## src/rtl/line_mem_responder_pkg.sv

```systemverilog
// Shared definitions for the line memory responder: FSM state encoding,
// address-split helpers and the beat-count type for the default geometry.
package mem_if_pkg;

   // FSM state encoding
   typedef logic [2:0] mem_state_t;
   localparam mem_state_t S_IDLE     = 3'd0;
   localparam mem_state_t S_RD_WAIT  = 3'd1;
   localparam mem_state_t S_RD_BURST = 3'd2;
   localparam mem_state_t S_WR_BURST = 3'd3;
   localparam mem_state_t S_WR_WAIT  = 3'd4;
   localparam mem_state_t S_WR_ACK   = 3'd5;

   // Default geometry and the address split it implies
   localparam int DEF_NUM_MEM_LOCS   = 64;
   localparam int DEF_WORDS_PER_LINE = 4;
   localparam int WORD_IDX_BITS      = $clog2(DEF_NUM_MEM_LOCS);
   localparam int LINE_OFF_BITS      = $clog2(DEF_WORDS_PER_LINE);

   // Beat counter holds 0..WORDS_PER_LINE inclusive
   typedef logic [LINE_OFF_BITS:0] beat_cnt_t;

   // Latency counter width: enough for 0..MEM_LATENCY-1, never narrower than 1
   function automatic int lat_cnt_bits(input int lat);
      return (lat < 1) ? 1 : $clog2(lat + 1);
   endfunction

endpackage

```

## src/rtl/line_mem_responder_if.sv

```systemverilog
// Cache <-> memory line refill/writeback bus. The cache is the master,
// the responder is the slave.
interface line_mem_responder_if #(
   parameter int ADDR_WIDTH = 32,
   parameter int DATA_WIDTH = 32
);
   import mem_if_pkg::*;

   logic                  req_valid;
   logic                  req_ready;
   logic                  req_write;
   logic [ADDR_WIDTH-1:0] req_addr;
   logic                  wdata_valid;
   logic [DATA_WIDTH-1:0] wdata;
   logic                  wdata_ready;
   logic                  rdata_valid;
   logic [DATA_WIDTH-1:0] rdata;
   logic                  rdata_last;
   logic                  wr_done;
   logic                  busy;

   modport master (
      output req_valid, req_write, req_addr, wdata_valid, wdata,
      input  req_ready, wdata_ready, rdata_valid, rdata, rdata_last, wr_done, busy
   );

   modport slave (
      input  req_valid, req_write, req_addr, wdata_valid, wdata,
      output req_ready, wdata_ready, rdata_valid, rdata, rdata_last, wr_done, busy
   );

endinterface

```

## src/rtl/line_mem_responder_mem_word_array.sv

```systemverilog
// Backing word store: synchronous write, combinational read, single address.
// With MEM_RESET_CLEAR_EN defined, rstn low clears every word asynchronously;
// otherwise reset leaves the contents alone.
module mem_word_array
   import mem_if_pkg::*;
#(
   parameter int DEPTH  = 64,
   parameter int DATA_W = 32,
   parameter int AW     = 6
) (
   input  logic              clk,
   input  logic              rstn,
   input  logic              we,
   input  logic [AW-1:0]     addr,
   input  logic [DATA_W-1:0] wdata,
   output logic [DATA_W-1:0] rdata
);

   logic [DATA_W-1:0] mem_q [DEPTH];

`ifdef MEM_RESET_CLEAR_EN
   // Word write, with whole-array clear while reset is asserted
   always_ff @(posedge clk or negedge rstn) begin
      if (!rstn) begin
         for (int i = 0; i < DEPTH; i++) mem_q[i] <= '0;
      end else if (we) begin
         mem_q[addr] <= wdata;
      end
   end
`else
   logic unused_rstn;
   assign unused_rstn = rstn;

   // Word write; contents survive reset
   always_ff @(posedge clk) begin
      if (we) mem_q[addr] <= wdata;
   end
`endif

   assign rdata = mem_q[addr];

endmodule

```

## src/rtl/line_mem_responder.sv

```systemverilog
// Memory-side responder for cache line refills and writebacks.
// Refills stream WORDS_PER_LINE beats after MEM_LATENCY wait cycles;
// writebacks accept beats (with bubbles) and pulse wr_done after the same wait.
// Optional MEM_RESET_CLEAR_EN makes reset also zero the backing array.
module line_mem_responder
   import mem_if_pkg::*;
#(
   parameter int ADDR_WIDTH     = 32,
   parameter int DATA_WIDTH     = 32,
   parameter int NUM_MEM_LOCS   = 64,
   parameter int WORDS_PER_LINE = 4,
   parameter int MEM_LATENCY    = 4
) (
   input  logic                clk,
   input  logic                rstn,
   line_mem_responder_if.slave bus
);

   localparam int WIDX_W = $clog2(NUM_MEM_LOCS);
   localparam int LOFF_W = $clog2(WORDS_PER_LINE);
   localparam int BEAT_W = LOFF_W + 1;
   localparam int LAT_W  = lat_cnt_bits(MEM_LATENCY);

   localparam logic [BEAT_W-1:0] BEAT_LAST = BEAT_W'(WORDS_PER_LINE - 1);
   localparam logic [BEAT_W-1:0] BEAT_ALL  = BEAT_W'(WORDS_PER_LINE);
   localparam logic [LAT_W-1:0]  LAT_LAST  = LAT_W'((MEM_LATENCY > 0) ? MEM_LATENCY - 1 : 0);
   localparam logic [WIDX_W-1:0] LINE_MASK = ~(WIDX_W'(WORDS_PER_LINE - 1));

   mem_state_t            state_q, state_d;
   logic [WIDX_W-1:0]     base_q, base_d;
   logic [BEAT_W-1:0]     beat_q, beat_d;
   logic [LAT_W-1:0]      lat_q, lat_d;
   logic                  rdata_valid_q, rdata_valid_d;
   logic [DATA_WIDTH-1:0] rdata_q, rdata_d;
   logic                  rdata_last_q, rdata_last_d;
   logic                  wr_done_q, wr_done_d;

   logic [ADDR_WIDTH-1:0] addr_w;
   logic [WIDX_W-1:0]     line_base;
   logic [WIDX_W-1:0]     mem_addr;
   logic                  mem_we;
   logic [DATA_WIDTH-1:0] mem_rdata;

   // Byte and line-offset bits drop out; upper bits wrap modulo the array
   assign addr_w    = bus.req_addr;
   assign line_base = addr_w[WIDX_W+1:2] & LINE_MASK;
   assign mem_addr  = base_q + WIDX_W'(beat_q);
   assign mem_we    = (state_q == S_WR_BURST) && bus.wdata_valid;

   mem_word_array #(
      .DEPTH  (NUM_MEM_LOCS),
      .DATA_W (DATA_WIDTH),
      .AW     (WIDX_W)
   ) u_array (
      .clk   (clk),
      .rstn  (rstn),
      .we    (mem_we),
      .addr  (mem_addr),
      .wdata (bus.wdata),
      .rdata (mem_rdata)
   );

   // Next-state, counter and output decode
   always_comb begin
      state_d       = state_q;
      base_d        = base_q;
      beat_d        = beat_q;
      lat_d         = lat_q;
      rdata_valid_d = 1'b0;
      rdata_d       = rdata_q;
      rdata_last_d  = 1'b0;
      wr_done_d     = 1'b0;
      case (state_q)
         S_IDLE: begin
            if (bus.req_valid) begin
               base_d = line_base;
               beat_d = '0;
               lat_d  = '0;
               if (bus.req_write)      state_d = S_WR_BURST;
               else if (MEM_LATENCY == 0) state_d = S_RD_BURST;
               else                    state_d = S_RD_WAIT;
            end
         end
         S_RD_WAIT: begin
            if (lat_q == LAT_LAST) begin
               lat_d   = '0;
               state_d = S_RD_BURST;
            end else begin
               lat_d = lat_q + 1'b1;
            end
         end
         S_RD_BURST: begin
            // Stay one cycle past the last beat so req_ready rises after it
            if (beat_q == BEAT_ALL) begin
               beat_d  = '0;
               state_d = S_IDLE;
            end else begin
               rdata_valid_d = 1'b1;
               rdata_d       = mem_rdata;
               rdata_last_d  = (beat_q == BEAT_LAST);
               beat_d        = beat_q + 1'b1;
            end
         end
         S_WR_BURST: begin
            if (bus.wdata_valid) begin
               if (beat_q == BEAT_LAST) begin
                  beat_d  = '0;
                  state_d = (MEM_LATENCY == 0) ? S_WR_ACK : S_WR_WAIT;
               end else begin
                  beat_d = beat_q + 1'b1;
               end
            end
         end
         S_WR_WAIT: begin
            if (lat_q == LAT_LAST) begin
               lat_d   = '0;
               state_d = S_WR_ACK;
            end else begin
               lat_d = lat_q + 1'b1;
            end
         end
         S_WR_ACK: begin
            wr_done_d = 1'b1;
            state_d   = S_IDLE;
         end
         default: state_d = S_IDLE;
      endcase
   end

   // State, counters and registered outputs
   always_ff @(posedge clk or negedge rstn) begin
      if (!rstn) begin
         state_q       <= S_IDLE;
         base_q        <= '0;
         beat_q        <= '0;
         lat_q         <= '0;
         rdata_valid_q <= 1'b0;
         rdata_q       <= '0;
         rdata_last_q  <= 1'b0;
         wr_done_q     <= 1'b0;
      end else begin
         state_q       <= state_d;
         base_q        <= base_d;
         beat_q        <= beat_d;
         lat_q         <= lat_d;
         rdata_valid_q <= rdata_valid_d;
         rdata_q       <= rdata_d;
         rdata_last_q  <= rdata_last_d;
         wr_done_q     <= wr_done_d;
      end
   end

   assign bus.req_ready   = (state_q == S_IDLE);
   assign bus.wdata_ready = (state_q == S_WR_BURST);
   assign bus.busy        = (state_q != S_IDLE);
   assign bus.rdata_valid = rdata_valid_q;
   assign bus.rdata       = rdata_q;
   assign bus.rdata_last  = rdata_last_q;
   assign bus.wr_done     = wr_done_q;

endmodule

```

## src/flat_wrapper.sv

```systemverilog
// flat-port wrapper written by rule: the top's interface ports become plain ports
module line_mem_responder_flat import mem_if_pkg::*;
#(
   parameter int ADDR_WIDTH     = 32,
   parameter int DATA_WIDTH     = 32,
   parameter int NUM_MEM_LOCS   = 64,
   parameter int WORDS_PER_LINE = 4,
   parameter int MEM_LATENCY    = 4
)
  (clk, rstn, bus_req_valid, bus_req_write, bus_req_addr, bus_wdata_valid, bus_wdata, bus_req_ready, bus_wdata_ready, bus_rdata_valid, bus_rdata, bus_rdata_last, bus_wr_done, bus_busy);
  line_mem_responder_if #(.ADDR_WIDTH(ADDR_WIDTH), .DATA_WIDTH(DATA_WIDTH)) bus_i ();
  input  logic clk;
  input  logic rstn;
  input wire logic [$bits(bus_i.req_valid)-1:0] bus_req_valid;
  input wire logic [$bits(bus_i.req_write)-1:0] bus_req_write;
  input wire logic [$bits(bus_i.req_addr)-1:0] bus_req_addr;
  input wire logic [$bits(bus_i.wdata_valid)-1:0] bus_wdata_valid;
  input wire logic [$bits(bus_i.wdata)-1:0] bus_wdata;
  output wire logic [$bits(bus_i.req_ready)-1:0] bus_req_ready;
  output wire logic [$bits(bus_i.wdata_ready)-1:0] bus_wdata_ready;
  output wire logic [$bits(bus_i.rdata_valid)-1:0] bus_rdata_valid;
  output wire logic [$bits(bus_i.rdata)-1:0] bus_rdata;
  output wire logic [$bits(bus_i.rdata_last)-1:0] bus_rdata_last;
  output wire logic [$bits(bus_i.wr_done)-1:0] bus_wr_done;
  output wire logic [$bits(bus_i.busy)-1:0] bus_busy;
  assign bus_i.req_valid = bus_req_valid;
  assign bus_i.req_write = bus_req_write;
  assign bus_i.req_addr = bus_req_addr;
  assign bus_i.wdata_valid = bus_wdata_valid;
  assign bus_i.wdata = bus_wdata;
  assign bus_req_ready = bus_i.req_ready;
  assign bus_wdata_ready = bus_i.wdata_ready;
  assign bus_rdata_valid = bus_i.rdata_valid;
  assign bus_rdata = bus_i.rdata;
  assign bus_rdata_last = bus_i.rdata_last;
  assign bus_wr_done = bus_i.wr_done;
  assign bus_busy = bus_i.busy;
  line_mem_responder #(.ADDR_WIDTH(ADDR_WIDTH), .DATA_WIDTH(DATA_WIDTH), .NUM_MEM_LOCS(NUM_MEM_LOCS), .WORDS_PER_LINE(WORDS_PER_LINE), .MEM_LATENCY(MEM_LATENCY)) u_core (.clk(clk), .rstn(rstn), .bus(bus_i));
endmodule
```

## config.mk

```make
export PLATFORM = sky130hd
export DESIGN_NAME = line_mem_responder_flat
export DESIGN_NICKNAME = d
export VERILOG_FILES = /design/src/rtl/line_mem_responder_pkg.sv /design/src/rtl/line_mem_responder_if.sv /design/src/rtl/line_mem_responder_mem_word_array.sv /design/src/rtl/line_mem_responder.sv /design/src/flat_wrapper.sv
export SDC_FILE = /design/constraint.sdc
export NUM_CORES = 2
export LEC_CHECK = 0
export CAP_MARGIN = 20
export CELL_PAD_IN_SITES_DETAIL_PLACEMENT = 0
export CELL_PAD_IN_SITES_GLOBAL_PLACEMENT = 1
export CORE_MARGIN = 4
export CORE_UTILIZATION = 52
export CTS_BUF_LIST = sky130_fd_sc_hd__clkbuf_4 sky130_fd_sc_hd__clkbuf_8
export CTS_CLUSTER_DIAMETER = 100
export CTS_CLUSTER_SIZE = 25
export DETAILED_ROUTE_END_ITERATION = 8
export PLACE_DENSITY_LB_ADDON = 0.1
export SETUP_SLACK_MARGIN = 0.4
export SYNTH_ARGS = -nofsm -noshare
export SYNTH_HDL_FRONTEND = slang
export SYNTH_SLANG_ARGS = --single-unit
```

## constraint.sdc

```tcl
create_clock -name clk -period 6.9 [get_ports clk]
set_clock_uncertainty 0.1 [all_clocks]
set_input_delay 1.38 -clock clk [delete_from_list [all_inputs] [get_ports clk]]
set_output_delay 1.38 -clock clk [all_outputs]
set_load 0.005 [all_outputs]
```

## Word level (Yosys, flattened, before mapping)

Memories as Yosys holds them, arrays and structs flattened. A register that Yosys moved wholly into a read port is not among the register bits.
Index checks and enable logic that the tools add are counted.

- Bits in writable memories: 2048
- Memories kept: 1
- Register bits after elaboration: 16
- Output and inout bits: 38

- Bitwise logic cells: 1
- Multiplexer cells: 22
- Equality and inequality tests: 14
- Add/subtract/negate cells: 3
- Reduce and logical (&&, ||, !) cells: 12

Memories:

| memory | depth | width | read ports | clocked after memory_dff | write ports | line | source |
|---|---|---|---|---|---|---|---|
| u_core.u_array.mem_q | 64 | 32 | 1 | 1 | 1 | line_mem_responder_mem_word_array.sv:19 | `logic [DATA_W-1:0] mem_q [DEPTH];` |

Operator list:

| cell | number |
|---|---|
| $mux W3 | 11 |
| $pmux W3 S5 | 1 |
| $eq A3 B2 Y1 const B | 4 |
| $eq A3 B3 Y1 const B | 3 |
| $pmux W3 S3 | 1 |
| $ne A2 B1 Y1 const B | 4 |
| $mux W1 | 7 |
| $add A3 B1 Y3 const B | 2 |
| $add A6 B3 Y6 | 1 |
| $pmux W3 S2 | 1 |
| $reduce_and A2 Y1 | 3 |
| $reduce_and A6 Y1 | 1 |
| $reduce_bool A3 Y1 | 2 |
| $ne A2 B2 Y1 const B | 2 |
| $eq A3 B1 Y1 const B | 1 |
| $logic_not A3 Y1 | 1 |
| $reduce_and A3 Y1 | 1 |
| $mux W2 | 1 |
| $reduce_bool A2 Y1 | 1 |
| $reduce_or A2 Y1 | 1 |
| $logic_and A1 B1 Y1 | 1 |
| $logic_not A1 Y1 | 1 |
| $not A1 Y1 | 1 |

## Logic depth before layout (Yosys ltp)

- Depth in word-level cells: 4
- Mapped depth: 15

## By module

Synthesis repeated with hierarchy kept, for this count alone.

- Cell total of the unflattened synthesis: 4362
- Area total of the unflattened synthesis: 80390.9 um^2

By module, submodules not included:

| module | times used | cells each | area each (um^2) | sequential area each (um^2) |
|---|---|---|---|---|
| mem_word_array | 1 | 4207 | 78287.6 | 61499.0 |
| line_mem_responder | 1 | 155 | 2103.3 | 1201.2 |

## Least setup slack after synthesis

No wires, ideal clock.

- Kind: in2reg
- From: input bus_wdata_valid
- To: memory u_core.u_array.mem_q[29][0] (enable)
- Path buffers: 0
- Required time: 6.379 ns
- Cell stages on the path: 4
- Arrival time: 3.372 ns
- Setup time: 0.421 ns
- Slack: 3.007 ns
- Cell sequence: inv_1 -> nor4_2 -> nand2_1 -> nor2_1

- Longest elaborated chain between the ends: 3

Ends and longest elaborated chain:

| item | line | source |
|---|---|---|
| start, declared | flat_wrapper.sv:17 | `input wire logic [$bits(bus_i.wdata_valid)-1:0] bus_wdata_valid;` |
| $logic_and A1 B1 Y1 | line_mem_responder.sv:48 | `assign mem_we = (state_q == S_WR_BURST) && bus.wdata_valid;` |
| $mux W1 | line_mem_responder_mem_word_array.sv:36 | `if (we) mem_q[addr] <= wdata;` |
| $mux W1 (not written as such) | line_mem_responder_mem_word_array.sv:36 |  |
| end, declared | line_mem_responder_mem_word_array.sv:19 |  |

No other way between the ends.

## Worst setup path in the final report

- From: register u_core.beat_q[0]
- To: memory u_core.u_array.mem_q[23][31] (enable)

- Longest elaborated chain between the ends: 1

Ends and longest elaborated chain:

| item | line | source |
|---|---|---|
| start, declared | line_mem_responder.sv:31 | `logic [BEAT_W-1:0] beat_q, beat_d;` |
| start signal, assigned | line_mem_responder.sv:144 | `beat_q <= beat_d;` |
| $add A6 B3 Y6 | line_mem_responder.sv:47 | `assign mem_addr = base_q + WIDX_W'(beat_q);` |

No other way between the ends.

==> results.md <==
- P per Cell Area: 324.0 nW/um^2
- CTS Sinks: 2,096
- Tcrit/Tclk final: 66.06%
- R2R Setup Slk: 2.34 ns
- H-tree Lvls: 3
- DRC violation count after routing: 0
- Setup Crit Path Kind: reg2reg
- Antenna violations before repair: 9
- Horiz. Die Dim: 402.2 um
- Critical path peak fanout: 63
- CTS clock-pin slew for the worst setup and hold paths: 0.14 ns
- Setup TNS: 0 ns
- Global-route wire length before repair: 297.5 mm
- Worst rel slew slack: 22.83%
- Die height: 402.2 um
- DR iter-0 viols: 4,842
- Post-synth EDFFs: 2,048
- Switch share: 32.62%
- GR Overflow Total: 0
- Vias: 39.14k
- Yosys top cell area share: 76.09%
- Final WL: 212.2 mm
- Crit-path max cell delay: 0.96 ns
- P&R area growth vs syn: 7.100%
- Net Switching: 9148 uW
- Crit path arrival time: 4.99 ns
- Post-DRT Antenna Nets: 0
- Critical path's top delay family: simple AND/OR/NAND/NOR gates
- Pleak: 0.02661 uW
- Worst path buffer plus inverter count: 2
- Via density: 6.414
- Detailed placement HPWL: 125.0 mm
- GP Congestion: 0.7755
- Core footprint: 154,200 um^2
- CTS buffer count: 93
- Synthesized area per cell: 20.85 um^2
- Cell Chain, Critical Path: inv_8 > nor4_2 > nand2_1 > nor2_4 > buf_4
- Worst hold path type: in2async
- Drt first pass iters: 5
- Setup Buffers After CTS: 0
- Clk_lat worst skew: 0.88 ns
- Root Buffer Master: clkbuf_8
- Logic pwr share: 29.9%
- Outcome: finished clean
- Synth Flop Type: edfxtp_1
- Synthesized Nets: 3,952
- Post-synthesis sequential element count: 2,096
- Total I/O pin count: 107
- Gate Count Post-Synth: 3,876
- Starting Density: 52.40%
- Top cells by area, synth: edfxtp_1, mux4_2, mux2i_1
- Final hold slack: 0.3961 ns
- Fin nets: 4,074
- Max Clk Rate: 219.4 MHz
- Die ar.: 161,800 um^2
- PnR Total Power: 28,040 uW
- Max_cap viols: 0
- Wire length per cell: 34.78 um
- Slew at the pin closest to its max-slew limit: 1.143 ns
- Count leader, synth: edfxtp_1
- Post-Syn Area: 80,820 um^2
- Maximum vdd drop: 0.3263 mV
- Minimum clock period: 4.558 ns
- Total track usage: 26.08%
- Clock buffer depth: 3
- Startpoint types: flip-flop
- Post-layout util: 56.12%
- Synth async-reset ratio: 2.290%
- Cell variety after synth: 72
- CTS tree: yes
- Largest net degree at the start of global routing: 125
- Cell taking the most area after synthesis: edfxtp_1
- Crit. End Element: flip-flop
- Unrepaired setup endpoints after global routing: no
- Final hold violation count: 0
- Dpl cells: 5,945
- CP max stage cell: nor4_2
- Layout cell share with drive strength beyond 1: 21.22%
- Final Max Slew Viols: 0
- # resized after CTS: 0
- Synth warn: 0
- Internal Power: 18,890 uW
- Final setup fails: 0
- Port Buf Inserts: 78
- Cts hold-fix bufs: 0
- Top cells by count, synth: edfxtp_1, mux4_2, mux2i_1
- Clk pwr share: 18.6%
- Rows: 144
- Number of global-route vias before repair: 38.46k
- Worst EP required: 7.33 ns
- Sequential power share: 51.4%
- Filler cells: 11.75k
- Sequential area share after synthesis: 77.58%
- Non-filler cells, final: 6,103
## state kept, by name (all words and copies together), names as in the netlist
name                    count
u_core.u_array.mem_q     2048
u_core.bus.rdata           32
u_core.base_q               4
u_core.beat_q               3
u_core.lat_q                3
u_core.state_q              3
u_core.bus.rdata_last       1
u_core.bus.rdata_valid      1
u_core.bus.wr_done          1
## power groups by stage
stage               Clock [uW]  Sequential, uW  Combinational [uW]
CTS                       5350           14400                8450
global placement             0           14700                8400
floorplan                    0           14500                5170
finish                    5230           14400                8390
detailed placement           0           14700                8440
global route              5810           14400                8810
## final timing paths
check	to	start	depth (start not counted)
max in group asynchronous	u_core.beat_q[1]	rstn	2
max reg2reg	u_core.u_array.mem_q[23][31]	u_core.beat_q[0]	5
min in group clk	u_core.bus.rdata[2]	u_core.bus.rdata[2]	2
max	u_core.u_array.mem_q[23][31]	u_core.beat_q[0]	5
min reg2reg	u_core.bus.rdata[2]	u_core.bus.rdata[2]	2
min	u_core.bus.rdata[10]	rstn	1
## layout make-up
class / count / area, um^2 / share of cell area, %
Timing Repair Buffer: 254 / 2177 / 2.515
Multi-Input combinational cell: 1541 / 17290 / 19.98
Tap cell: 2044 / 2557 / 2.955
Inverter: 12 / 56.30 / 0.06505
Sequential cell: 2096 / 62710 / 72.44
Clock inverter: 1 / 3.754 / 0.004336
Antenna cell: 2 / 5.005 / 0.005782
Clock buffer: 153 / 1762 / 2.035
## cells by family after synthesis
kind of cell / synth area share [%]
AO/OA/AOI/OAI: 4.237
XOR/XNOR: 0.02168
adder cells (fa/ha/maj): 0.1084
buffers and inverters: 1.734
flip-flops: 77.58
multiplexers: 14.22
AND/OR/NAND/NOR: 2.099
## cells in the final DEF, fill, tap and decap left out, types with 55 or more instances in the layout
master / instances
nor2_1: 79
clkbuf_8: 98
mux2i_1: 255
a21oi_1: 62
buf_4: 158
edfxtp_1: 2048
nor2_4: 64
a221oi_1: 105
o21ai_0: 55
clkbuf_4: 55
mux4_2: 382
nand2_1: 161
## routing by layer
metal  wire length [um]  up-vias  track usage, %
li1                   -    16290               -
met1              88200    21000           37.93
met2             101000     1613           41.15
met3              15590      232           3.980
met4               7394        8           8.568
met5                 46        -               0
## stage by stage
step / cell area, um^2 / setup slack, ns
after detailed placement: 84750 / 1.588
after global routing: 86560 / 2.284
final: 86560 / 2.342
after global placement: 84710 / 1.623
after CTS: 86510 / 2.375
after floorplan: 80820 / 3.007
Note: power is estimated with default switching activity, not from simulation.
